`src/rtl/mod_counter_ctrl.sv`:
```
// mod_counter_ctrl: run-control sequencer around a programmable modulo counter.
//
// Takes a modulus and a wrap budget over a valid/ready config port. It then
// runs the count from 0 to mod-1, pauses and resumes it, and stops it. It
// reports each wrap and the end of the wrap budget.
//
// Ports:
//   clk        rising-edge clock
//   reset      asynchronous active-low reset
//   cfg_valid  config request; cfg_ready accepts it (IDLE/DONE only)
//   cfg_mod    requested modulus, legal 2..MAX_MOD (else cfg_err pulse)
//   cfg_wraps  wraps before DONE, 0 = run forever
//   start      begin counting from IDLE/DONE
//   pause      level, holds the count in RUN/PAUSE
//   stop       abort to IDLE from any state
//   count      current count, 0..mod-1
//   tc         one-cycle pulse on the edge that wraps the count to 0
//   wrap_cnt   wraps completed since the last start
//   busy       RUN or PAUSE
//   done       DONE
//   cfg_err    one-cycle pulse for an accepted config with an illegal modulus
//
// state | meaning
// IDLE  | stopped, count 0, config accepted
// RUN   | counting on every edge
// PAUSE | count and wrap_cnt held while pause is high
// DONE  | wrap budget reached, count 0, config accepted
module mod_counter_ctrl #(
  parameter int WIDTH   = 4,
  parameter int MAX_MOD = 10,
  parameter int WRAP_W  = 8
) (
  input  logic              clk,
  input  logic              reset,
  input  logic              cfg_valid,
  output logic              cfg_ready,
  input  logic [WIDTH-1:0]  cfg_mod,
  input  logic [WRAP_W-1:0] cfg_wraps,
  input  logic              start,
  input  logic              pause,
  input  logic              stop,
  output logic [WIDTH-1:0]  count,
  output logic              tc,
  output logic [WRAP_W-1:0] wrap_cnt,
  output logic              busy,
  output logic              done,
  output logic              cfg_err
);

  localparam logic [WIDTH-1:0] MAX_MOD_W = WIDTH'(MAX_MOD);
  localparam logic [WIDTH-1:0] MIN_MOD_W = WIDTH'(2);

  typedef enum logic [1:0] {
    IDLE  = 2'd0,
    RUN   = 2'd1,
    PAUSE = 2'd2,
    DONE  = 2'd3
  } state_t;

  state_t            state_q, state_d;
  logic [WIDTH-1:0]  mod_q, mod_d;
  logic [WRAP_W-1:0] wraps_q, wraps_d;
  logic [WIDTH-1:0]  count_q, count_d;
  logic [WRAP_W-1:0] wrap_cnt_q, wrap_cnt_d;
  logic              tc_q, tc_d;
  logic              cfg_err_q, cfg_err_d;

  logic              cfg_fire;
  logic              cfg_legal;
  logic [WRAP_W-1:0] wrap_inc;

  assign cfg_ready = (state_q == IDLE) || (state_q == DONE);
  assign busy      = (state_q == RUN) || (state_q == PAUSE);
  assign done      = (state_q == DONE);
  assign count     = count_q;
  assign tc        = tc_q;
  assign wrap_cnt  = wrap_cnt_q;
  assign cfg_err   = cfg_err_q;

  assign cfg_fire  = cfg_valid && cfg_ready;
  assign cfg_legal = (cfg_mod >= MIN_MOD_W) && (cfg_mod <= MAX_MOD_W);
  assign wrap_inc  = wrap_cnt_q + WRAP_W'(1);

  always_comb begin
    state_d    = state_q;
    mod_d      = mod_q;
    wraps_d    = wraps_q;
    count_d    = count_q;
    wrap_cnt_d = wrap_cnt_q;
    tc_d       = 1'b0;
    cfg_err_d  = 1'b0;

    // Config lands on the same edge as a start, so the run that starts uses it.
    if (cfg_fire) begin
      if (cfg_legal) begin
        mod_d   = cfg_mod;
        wraps_d = cfg_wraps;
      end else begin
        cfg_err_d = 1'b1;
      end
    end

    if (stop) begin
      state_d    = IDLE;
      count_d    = '0;
      wrap_cnt_d = '0;
    end else begin
      unique case (state_q)
        IDLE, DONE: begin
          if (start) begin
            state_d    = RUN;
            count_d    = '0;
            wrap_cnt_d = '0;
          end
        end
        RUN: begin
          if (pause) begin
            state_d = PAUSE;
          end else if (count_q == mod_q - WIDTH'(1)) begin
            count_d    = '0;
            tc_d       = 1'b1;
            wrap_cnt_d = wrap_inc;
            if ((wraps_q != '0) && (wrap_inc == wraps_q)) begin
              state_d = DONE;
            end
          end else begin
            count_d = count_q + WIDTH'(1);
          end
        end
        PAUSE: begin
          if (!pause) begin
            state_d = RUN;
          end
        end
        default: state_d = IDLE;
      endcase
    end
  end

  always_ff @(posedge clk or negedge reset) begin
    if (!reset) begin
      state_q    <= IDLE;
      mod_q      <= MAX_MOD_W;
      wraps_q    <= '0;
      count_q    <= '0;
      wrap_cnt_q <= '0;
      tc_q       <= 1'b0;
      cfg_err_q  <= 1'b0;
    end else begin
      state_q    <= state_d;
      mod_q      <= mod_d;
      wraps_q    <= wraps_d;
      count_q    <= count_d;
      wrap_cnt_q <= wrap_cnt_d;
      tc_q       <= tc_d;
      cfg_err_q  <= cfg_err_d;
    end
  end

endmodule

```
`config.mk`:
```
export PLATFORM = sky130hd
export DESIGN_NAME = mod_counter_ctrl
export DESIGN_NICKNAME = d
export VERILOG_FILES = /design/src/rtl/mod_counter_ctrl.sv
export SDC_FILE = /design/constraint.sdc
export NUM_CORES = 1
export LEC_CHECK = 0
export BUFFER_PORTS_ARGS = -buffer_cell sky130_fd_sc_hd__buf_2
export CAP_MARGIN = 10
export CORE_MARGIN = 4
export CORE_UTILIZATION = 28
export CTS_BUF_LIST = sky130_fd_sc_hd__clkbuf_16
export CTS_CLUSTER_SIZE = 8
export DETAILED_ROUTE_END_ITERATION = 16
export PLACE_DENSITY_LB_ADDON = 0.1
export REMOVE_ABC_BUFFERS = 1
export SLEW_MARGIN = 40
export SYNTH_ARGS = -nofsm -noshare
export SYNTH_HDL_FRONTEND = slang
export SYNTH_SLANG_ARGS = --single-unit
```
`constraint.sdc`:
```
create_clock -name clk -period 2.5 [get_ports clk]
set_input_delay 0 -clock clk [delete_from_list [all_inputs] [get_ports clk]]
set_output_delay 0 -clock clk [all_outputs]
set_load 0.05 [all_outputs]
```
==> results of run 1 <==
[layout make-up]
type                       instances  area (um2)  share of cell area, %
multi-input combinational        125         897                   41.5
sequential                        28         703                   32.5
timing repair buffer              54         358                   16.6
tap                               72        90.1                   4.17
clock buffer                       3        75.1                   3.47
inverter                           9        33.8                   1.56
clock inverter                     1        3.75                  0.174
[how the worst max path moves through the flow]
| stage | endpoint | slack (ps) | depth (start not counted) | start |
|---|---|---|---|---|
| 2_1_floorplan | wrap_cnt[6]$_DFFE_PN0P_ | 70 | 8 | state_q[0]$_DFFE_PN0P_ |
| 3_3_place_gp | wrap_cnt[6]$_DFFE_PN0P_ | 190 | 8 | mod_q[1]$_DFFE_PN1P_ |
| 3_5_place_dp | wrap_cnt[6]$_DFFE_PN0P_ | 140 | 8 | mod_q[1]$_DFFE_PN1P_ |
| 4_1_cts | wrap_cnt[6]$_DFFE_PN0P_ | 100 | 8 | mod_q[1]$_DFFE_PN1P_ |
| 5_1_grt | state_q[0]$_DFFE_PN0P_ | 70 | 7 | mod_q[1]$_DFFE_PN1P_ |
| 6_report | state_q[0]$_DFFE_PN0P_ | 170 | 7 | mod_q[1]$_DFFE_PN1P_ |
[cells by family after synthesis]
family	count (synthesis)	share of synthesized area (%)
XOR/XNOR	16	9.34
adder cells (fa/ha/maj)	6	4.56
multiplexers	12	8.05
flip-flops	28	42.7
AND/OR/NAND/NOR	52	16.2
AO/OA/AOI/OAI	39	16.1
buffers and inverters	13	3.11
[registers in the layout (all words and copies together) (netlist names)]
name,count
cfg_err,1
count,4
mod_q,4
state_q,2
tc,1
wrap_cnt,8
wraps_q,8
[synthesized netlist by cell type (3+ instances only)]
library cell  number
nor2_1            11
xor2_1             6
o31ai_1            4
ha_1               6
nand2_1           17
a21oi_1            9
dfrtp_1           26
xnor2_1            9
o21ai_0           16
nor3_1             4
inv_1              9
nand2b_1           3
mux2_2            10
nand3_1            5
[timing repair]
action | CTS | global route
hold buffers | 15 | 0
resized for setup | 0 | 1
hold endpoints to repair | 40 | 0
endpoints found under the setup margin | 0 | 4
[stage by stage]
stage | area [um2] | worst slack, ps | total power [W] | cells
2_1_floorplan | 1630 | 71.3 | 0.000914 | 162
3_3_place_gp | 1930 | 185 | 0.00103 | 273
3_5_place_dp | 1930 | 136 | 0.00104 | 273
4_1_cts | 2160 | 96.9 | 0.00144 | 292
5_1_grt | 2160 | 74.6 | 0.00151 | 292
6_report | 2160 | 173 | 0.00142 | 292
[worst max-delay path: cells and delay by family (launching register included)]
family	cells	cell delay (ps)
simple gates	3	960
fa+ha+maj	1	280
xor+xnor	1	140
flops	1	530
compound gates	1	280
buf+inv	1	50
[routing by layer]
layer	vias up	share of wire [%]	track usage, %
met2	27	44	16.9
met1	658	50	16.3
met5	-	0	0
met4	0	1.2	3.45
met3	6	4.3	2.36
li1	700	-	-
[power by group through the flow]
| stage | registers (W) | clock network [W] | logic [W] |
|---|---|---|---|
| after floorplan | 0.000615 | 0 | 0.000299 |
| final | 0.000607 | 0.000368 | 0.000442 |
| after global routing | 0.000619 | 0.000397 | 0.000491 |
| after global placement | 0.000614 | 0 | 0.000421 |
| after CTS | 0.000609 | 0.000380 | 0.000446 |
| after detailed placement | 0.000618 | 0 | 0.000426 |
==> summary.txt, run 1 <==
Power and ir drop
  • Peak VDD IR: 296 uV
  • Seq pwr share: 42.9%
  • Comb pwr share: between 30% and 40%
  • Net switching power: 0.000463 W
  • Leak Pwr: around 1 nW
  • Sw frac: 32.7%
  • Internal Power: 0.000954 W
  • Clk pwr share: between 20% and 30%
  • Pwr Density: 656 nW/um2

Detailed routing
  • DRC: 0
  • DR vias: 1391
  • Drt first pass iters: 4
  • WL final: 3810 um
  • Drt initial violations: 125
  • Post-DR wirelength/cell: 13.0 um
  • Antenna-violating nets left: 0
  • DR vias/cell: approximately 4.8

Synth
  • Area leader, netlist: dfrtp_1
  • Count of flip-flops with a built-in enable after synthesis: 0
  • Syn avg cell area: about 10 um2
  • Main area contributors after synthesis: dfrtp_1, mux2_2, o21ai_0, xnor2_1, ha_1
  • Post-Syn Instances: 166
  • Sequential area share after synthesis: 42.7%
  • Cell area after synthesis: 1650 um2
  • Fraction of registers with async set/reset: 100%
  • Yosys warning total: 0
  • Distinct cells, synth: 37
  • Synth Register Bits: 28
  • Area share of the largest cell type after synthesis: 39.5%
  • Most common flop cell mapped by yosys: dfrtp_1

Timing
  • Clock skew: 4.30 ps
  • Hold violation total from the final report: 0
  • Setup TNS: 0 ps
  • Worst-Margin Slew: 656 ps
  • Final number of setup-violating endpoints: 0
  • Unrepaired setup endpoints after global routing: no
  • Max_slew headroom: 56.3%
  • Period minus WS final: 2330 ps
  • Max Clk Rate: 430 MHz
  • Min Hold Slack: 10.4 ps
  • Fin crit share: 93.1%
  • Final Slew Violations: 0

Floorplan
  • Boundary Pins: 35
  • Full die area: 7180 um2
  • CORE AREA: 5610 um2
  • Die X: 84.7 um
  • Die H: between 80 and 90 um
  • Rows: 27
  • Initial Utilization: 29.4%

Clocking
  • CTS buffer count: 3
  • CTS tree: yes
  • Clock Sinks: 28
  • Clk_lat worst skew: 260 ps
  • # Post-CTS Setup Buffers: 0
  • Clock Pin Slew Worst Setup and Hold Paths: 70 ps
  • H-tree depth: 1
  • Clock buffer depth: 2
  • CTS Root Buffer Type: clkbuf_16

Finish
  • ANT cells: 0
  • Nets: 245
  • Layout area overhead: 31.1%
  • Fill cell count: 585
  • Most common cell after layout, fill and taps aside: buf_2
  • Post-layout util: about two fifths
  • Most frequent cells in the layout: buf_2, dfrtp_1, nand2_1, o21ai_0, dlygate4sd3_1
  • Layout cells sized above 1: 29.1%

Worst setup path
  • Element type at the critical path end: register
  • Crit-path max FO: 4
  • Reg2Reg Setup Slack: approximately 170 ps
  • Arr. time, crit path: 2500 ps
  • Critical Path Slowest Stage Cell: or4_4
  • Cell breakdown of the critical path: inv_1 -> ha_1 -> xor2_1 -> nand3_1 -> or2_1 -> or4_4 -> a221oi_2
  • Reg-to-Reg Start: mod_q[1]$_DFFE_PN1P_
  • Critical Path Source Type: register
  • Worst EP required: around 2700 ps
  • Reg2reg path depth: 7
  • RR Endpoint: state_q[0]$_DFFE_PN0P_
  • Crit Path Class: register to register
  • Critical path's largest stage delay: between 500 and 600 ps

Global route
  • Vias in the first global route: 1338
  • Total congestion overflow: 0
  • GR Util All Layers: 11.3%
  • First-pass GRT wire length: 6630 um
  • Antenna violations before repair: 0
  • Largest net degree at the start of global routing: 29

Min path
  • Hold_sp: cfg_mod[3]
  • Hold endpoint: mod_q[3]$_DFFE_PN1P_
  • Worst hold path cell count: 2
  • Worst hold-check path type: input pin to register

Job
  • Max-cap violations: 0

Placed design
  • Dpl hpwl: 3000 um
  • PortBufs: 34
  • GPL Wtd Cong: 0.802

Run status
  • Outcome: finished clean
(Power assumes the default switching activity.)
==> inputs of run 2 (changes only) <==
--- a/config.mk
+++ b/config.mk
@@ -9,7 +9,7 @@
 export CAP_MARGIN = 10
 export CORE_MARGIN = 4
 export CORE_UTILIZATION = 28
-export CTS_BUF_LIST = sky130_fd_sc_hd__clkbuf_16
+export CTS_BUF_LIST = sky130_fd_sc_hd__clkbuf_2 sky130_fd_sc_hd__clkbuf_4 sky130_fd_sc_hd__clkbuf_8
 export CTS_CLUSTER_SIZE = 8
 export DETAILED_ROUTE_END_ITERATION = 16
 export PLACE_DENSITY_LB_ADDON = 0.1
==> run 2 against run 1 <==
  * Cell area fell by 0.93%
  * Count of clock-buffer cells in the layout rose by 1
  * Clock skew fell by 0.68 ps
  * Final cell count rose by 0.34%
  * Critical path type unchanged
  * Largest cell class unchanged
==> summary.txt, run 2 (synthesis gave the netlist of run 1 again) <==
Run status
  • Outcome: finished clean

Finish
  • Post-layout util: between 30% and 40%
  • Layout cells sized above 1: 29.4%
  • Layout area overhead: 29.9%
  • Area occupied by multi-input gates: 897 um2
  • Most common cell after layout, fill and taps aside: buf_2
  • ANT cells: 0
  • Register Area: 703 um2
  • Nets: 246
  • Most frequent cells in the layout: buf_2, dfrtp_1, nand2_1, o21ai_0, dlygate4sd3_1
  • Fill cell count: between 500 and 600

Timing
  • Min Hold Slack: 281 ps
  • Clock skew: 3.62 ps
  • Hold violation total from the final report: 0
  • Final Slew Violations: 0
  • Max_slew headroom: 56.0%
  • Worst-Margin Slew: 660 ps
  • Unrepaired setup endpoints after global routing: no
  • Fin worst setup slack: 173 ps
  • Max Clk Rate: roughly 430 MHz
  • Period minus WS final: 2330 ps
  • Final number of setup-violating endpoints: 0
  • Setup TNS: 0 ps
  • Fin crit share: roughly 93%

Min path
  • Worst hold-check path type: input pin to register

Power and ir drop
  • Leak Pwr: 1.01 nW
  • Design Power: 0.00131 W
  • Peak VDD IR: 341 uV
  • Pwr Density: 611 nW/um2

Worst setup path
  • Crit Path Class: register to register
  • Critical path's top delay family: simple AND/OR/NAND/NOR gates
  • Cell breakdown of the critical path: inv_1 -> ha_1 -> xor2_1 -> nand3_1 -> or2_1 -> or4_4 -> a221oi_2
  • Crit-path max FO: 4
  • Critical path's largest stage delay: 570 ps
  • WP buf/inv: 1
  • Worst EP required: around 2700 ps
  • Critical Path Slowest Stage Cell: or4_4
  • Critical Path Source Type: register
  • Arr. time, crit path: approximately 2500 ps
  • Element type at the critical path end: register

Detailed routing
  • Drt first pass iters: 4
  • Antenna-violating nets left: 0
  • DR vias/cell: 4.78
  • DRC: 0
  • Drt initial violations: 96
  • Post-DR wirelength/cell: 13.0 um
  • DR vias: between 1000 and 1500
  • WL final: 3820 um

Clocking
  • # Post-CTS Setup Buffers: 0
  • CTS tree: yes
  • Clk_lat worst skew: between 200 and 300 ps
  • Clock Pin Slew Worst Setup and Hold Paths: 90 ps
  • Clock buffer depth: 2
  • H-tree depth: 1
  • Clock Sinks: 28
  • CTS Root Buffer Type: clkbuf_8
  • CTS buffer count: 3

Floorplan
  • CORE AREA: roughly 5600 um2
  • Initial Utilization: 29.4%
  • Full die area: 7180 um2
  • Rows: 27
  • Die X: roughly 85 um
  • Boundary Pins: 35
  • Die H: 84.7 um

Placed design
  • Dpl hpwl: 3000 um
  • Pre-CTS setup slack: 136 ps
  • GPL Wtd Cong: 0.802
  • PortBufs: 34

Global route
  • Total congestion overflow: 0
  • GR Util All Layers: a little under an eighth
  • Antenna violations before repair: 0
  • Vias in the first global route: ~1400
  • Largest net degree at the start of global routing: 29
  • First-pass GRT wire length: roughly 6700 um

Job
  • Max-cap violations: 0
## run 2: cell count changes in the layout (fill, tap and decap cells not counted), sizes merged
cell         delta
clkbuf          +1
dlygate4sd3     +1
inv             -1
## run 2: per-stage QoR
stage               cell area, um2  instances
finish                        2140        293
global route                  2140        293
CTS                           2140        293
detailed placement            1930        273
global placement              1930        273
floorplan                     1630        162
## run 2: worst paths after layout
check	from	endpoint	slack, ps	cells past startpoint
min in group asynchronous	reset	tc$_DFF_PN0_	290	2
max	mod_q[1]$_DFFE_PN1P_	state_q[0]$_DFFE_PN0P_	170	7
max reg2reg	mod_q[1]$_DFFE_PN1P_	state_q[0]$_DFFE_PN0P_	170	7
min	start	state_q[0]$_DFFE_PN0P_	280	6
min reg2reg	mod_q[1]$_DFFE_PN1P_	mod_q[1]$_DFFE_PN1P_	530	2
max in group asynchronous	reset	count[3]$_DFFE_PN0P_	1790	2
## run 2: layout make-up
type | instances | area share, %
multi-input combinational | 125 | 41.9
sequential | 28 | 32.8
timing repair buffer | 55 | 17.2
tap | 72 | 4.21
clock buffer | 4 | 2.28
inverter | 9 | 1.58
## run 2: timing repair
| action | in CTS | in global routing |
|---|---|---|
| gates resized for setup | 0 | 1 |
| endpoints found under the setup margin | 0 | 4 |
| hold endpoints to repair | 41 | 0 |
| hold buffers | 16 | 0 |
## run 2: routing by layer
layer  track usage (%)  up-vias  part of all wire (%)  routed length (um)
met5                 0        -                     0                   0
met4              3.02        0                  0.65                  25
met3              2.06        2                   5.5                 209
met2              17.2       34                    45                1730
met1              16.6      662                    49                1850
li1                  -      702                     -                   -
## run 2: worst reg2reg max path, cell delays in order (launching register included)
cell and delay (ps):
dfstp_2 540, inv_1 50, ha_1 280, xor2_1 140
nand3_1 110, or2_1 280, or4_4 570, a221oi_2 280
## run 2: report_power, final
part           switching (W)  internal (W)
clock               0.000135      0.000125
sequential         0.0000757      0.000530
combinational       0.000233      0.000209
==> inputs of run 3 (changes only) <==
--- a/config.mk
+++ b/config.mk
@@ -7,7 +7,6 @@
 export LEC_CHECK = 0
 export BUFFER_PORTS_ARGS = -buffer_cell sky130_fd_sc_hd__buf_2
 export CAP_MARGIN = 10
-export CORE_MARGIN = 4
 export CORE_UTILIZATION = 28
 export CTS_BUF_LIST = sky130_fd_sc_hd__clkbuf_2 sky130_fd_sc_hd__clkbuf_4 sky130_fd_sc_hd__clkbuf_8
 export CTS_CLUSTER_SIZE = 8
==> run 3 against run 2 <==
  * Global-route usage grew 1.6 points
  * Non-clock buffer count rose by 1
  * Sequential power about the same
  * Via count increased by 0.36%
  * Clock power grew 39%
  * Cell area rose by 1.2%
  * Worst setup slack gained 26 ps
  * Power increased by 7.8%
  * Sequential share of layout area decreased by 0.40 points
  * Sequential cell count stayed put
  * Count of clock-buffer cells in the layout decreased by 1
  * Critical endpoint unchanged
  * Largest cell class unchanged
  * Highest routed layer unchanged
==> summary.txt, run 3 (synthesis gave the netlist of run 1 again) <==
Global route
  • GR Util All Layers: 13.0%
  • Total congestion overflow: 0
  • Vias in the first global route: 1309
  • Largest net degree at the start of global routing: 29
  • Antenna violations before repair: 0
  • First-pass GRT wire length: 6310 um

Timing
  • Clock skew: around 9 ps
  • Max_slew headroom: 56.0%
  • Setup TNS: 0 ps
  • Hold violation total from the final report: 0
  • Final Slew Violations: 0
  • Period minus WS final: 2300 ps
  • Unrepaired setup endpoints after global routing: no
  • Max Clk Rate: 434 MHz
  • Fin worst setup slack: 198 ps
  • Fin crit share: between 90 and 100%
  • Final number of setup-violating endpoints: 0
  • Worst-Margin Slew: 660 ps

Detailed routing
  • WL final: 3760 um
  • DR vias/cell: 4.78
  • Drt first pass iters: 4
  • DRC: 0
  • DR vias: ~1400
  • Antenna-violating nets left: 0
  • Drt initial violations: 78
  • Post-DR wirelength/cell: 12.8 um

Run status
  • Outcome: finished clean

Floorplan
  • Rows: 27
  • Initial Utilization: ~30%
  • Die X: 78.7 um
  • CORE AREA: 5570 um2
  • Boundary Pins: 35
  • Full die area: 6200 um2
  • Die H: just under 80 um

Power and ir drop
  • Leak Pwr: roughly 1.0 nW
  • Design Power: 0.00141 W
  • Internal Power: 0.000954 W
  • Seq pwr share: around 43%
  • Peak VDD IR: 319 uV
  • Pwr Density: 651 nW/um2
  • Net switching power: 0.000457 W
  • Clk pwr share: about 26%
  • Comb pwr share: 31.5%
  • Sw frac: 32.4%

Worst setup path
  • Critical Path Slowest Stage Cell: or4_4
  • Crit Path Class: register to register
  • Worst EP required: 2690 ps
  • Arr. time, crit path: 2490 ps
  • Critical Path Source Type: register
  • Element type at the critical path end: register
  • Critical path's largest stage delay: 560 ps
  • Reg2Reg Setup Slack: 200 ps
  • Cell breakdown of the critical path: inv_1 -> ha_1 -> xor2_1 -> nand3_1 -> or2_1 -> or4_4 -> a221oi_2
  • Crit-path max FO: 4

Clocking
  • Clock Pin Slew Worst Setup and Hold Paths: 100 ps
  • CTS resizes: 0
  • Clock Sinks: 28
  • CTS tree: yes
  • H-tree depth: 1
  • CTS Root Buffer Type: clkbuf_8
  • Clk_lat worst skew: 280 ps
  • CTS buffer count: 3
  • Clock buffer depth: 2

Placed design
  • Pre-CTS setup slack: roughly 220 ps
  • PortBufs: 34
  • Dpl hpwl: 2890 um
  • GPL Wtd Cong: 0.754
  • Placement Cell Area: 1940 um2

Finish
  • Fill cell count: 578
  • ANT cells: 0
  • Most frequent cells in the layout: buf_2, dfrtp_1, nand2_1, o21ai_0, dlygate4sd3_1
  • Nets: 247
  • Layout area overhead: 31.5%
  • Area occupied by multi-input gates: 893 um2
  • Layout cells sized above 1: 29.3%
  • Most common cell after layout, fill and taps aside: buf_2
  • Register Area: 703 um2
  • Final Cell Area: 2170 um2

Min path
  • Worst hold-check path type: input pin to async pin

Job
  • Max-cap violations: 0
-- run 3: per-stage QoR --
stage	hold slack, ps	utilization (%)	cells
2_1_floorplan	-296	-	162
3_3_place_gp	65.0	34.7	274
3_5_place_dp	75.5	34.7	274
4_1_cts	263	38.9	294
5_1_grt	311	38.9	294
6_report	276	38.9	294
-- run 3: path summary, 6_finish.rpt --
check / startpoint / endpoint / depth (start not counted)
setup / recovery: mod_q[1]$_DFFE_PN1P_ / state_q[0]$_DFFE_PN0P_ / 7
min in group clk: start / state_q[0]$_DFFE_PN0P_ / 6
hold / removal: reset / wrap_cnt[4]$_DFFE_PN0P_ / 2
max in group asynchronous: reset / count[1]$_DFFE_PN0P_ / 2
setup reg to reg: mod_q[1]$_DFFE_PN1P_ / state_q[0]$_DFFE_PN0P_ / 7
hold reg to reg: mod_q[1]$_DFFE_PN1P_ / mod_q[1]$_DFFE_PN1P_ / 2
-- run 3: cell type report --
cell class | count | area share [%]
multi-input combinational | 125 | 41.2
clock inverter | 1 | 1.39
timing repair buffer | 56 | 17.3
clock buffer | 3 | 1.91
tap | 72 | 4.16
inverter | 9 | 1.56
sequential | 28 | 32.4
-- run 3: critical path, delay by kind of cell (launching register included) --
family,cells,cell delay [ps]
buf+inv,1,50
simple gates,3,930
flops,1,540
xor+xnor,1,140
fa+ha+maj,1,280
compound gates,1,270
-- run 3: power by group through the flow --
stage / registers (W) / logic (W) / clock network [W]
after floorplan: 0.000615 / 0.000299 / 0
after global placement: 0.000614 / 0.000422 / 0
after detailed placement: 0.000616 / 0.000430 / 0
after CTS: 0.000608 / 0.000449 / 0.000374
after global routing: 0.000618 / 0.000490 / 0.000396
final: 0.000605 / 0.000444 / 0.000361
-- run 3: layer usage --
metal	wire [um]	share of wire (%)	track usage (%)	vias to the layer above
li1	-	-	-	699
met1	1920	51	18.1	670
met2	1670	44	20.5	32
met3	125	3.3	1.95	4
met4	44	1.2	4.44	0
met5	0	0	0	-
-- run 3: what timing repair did --
action                                  CTS  global route
hold buffers                             16             0
hold endpoints to repair                 41             0
endpoints found under the setup margin    0             0
setup buffers                             0             0
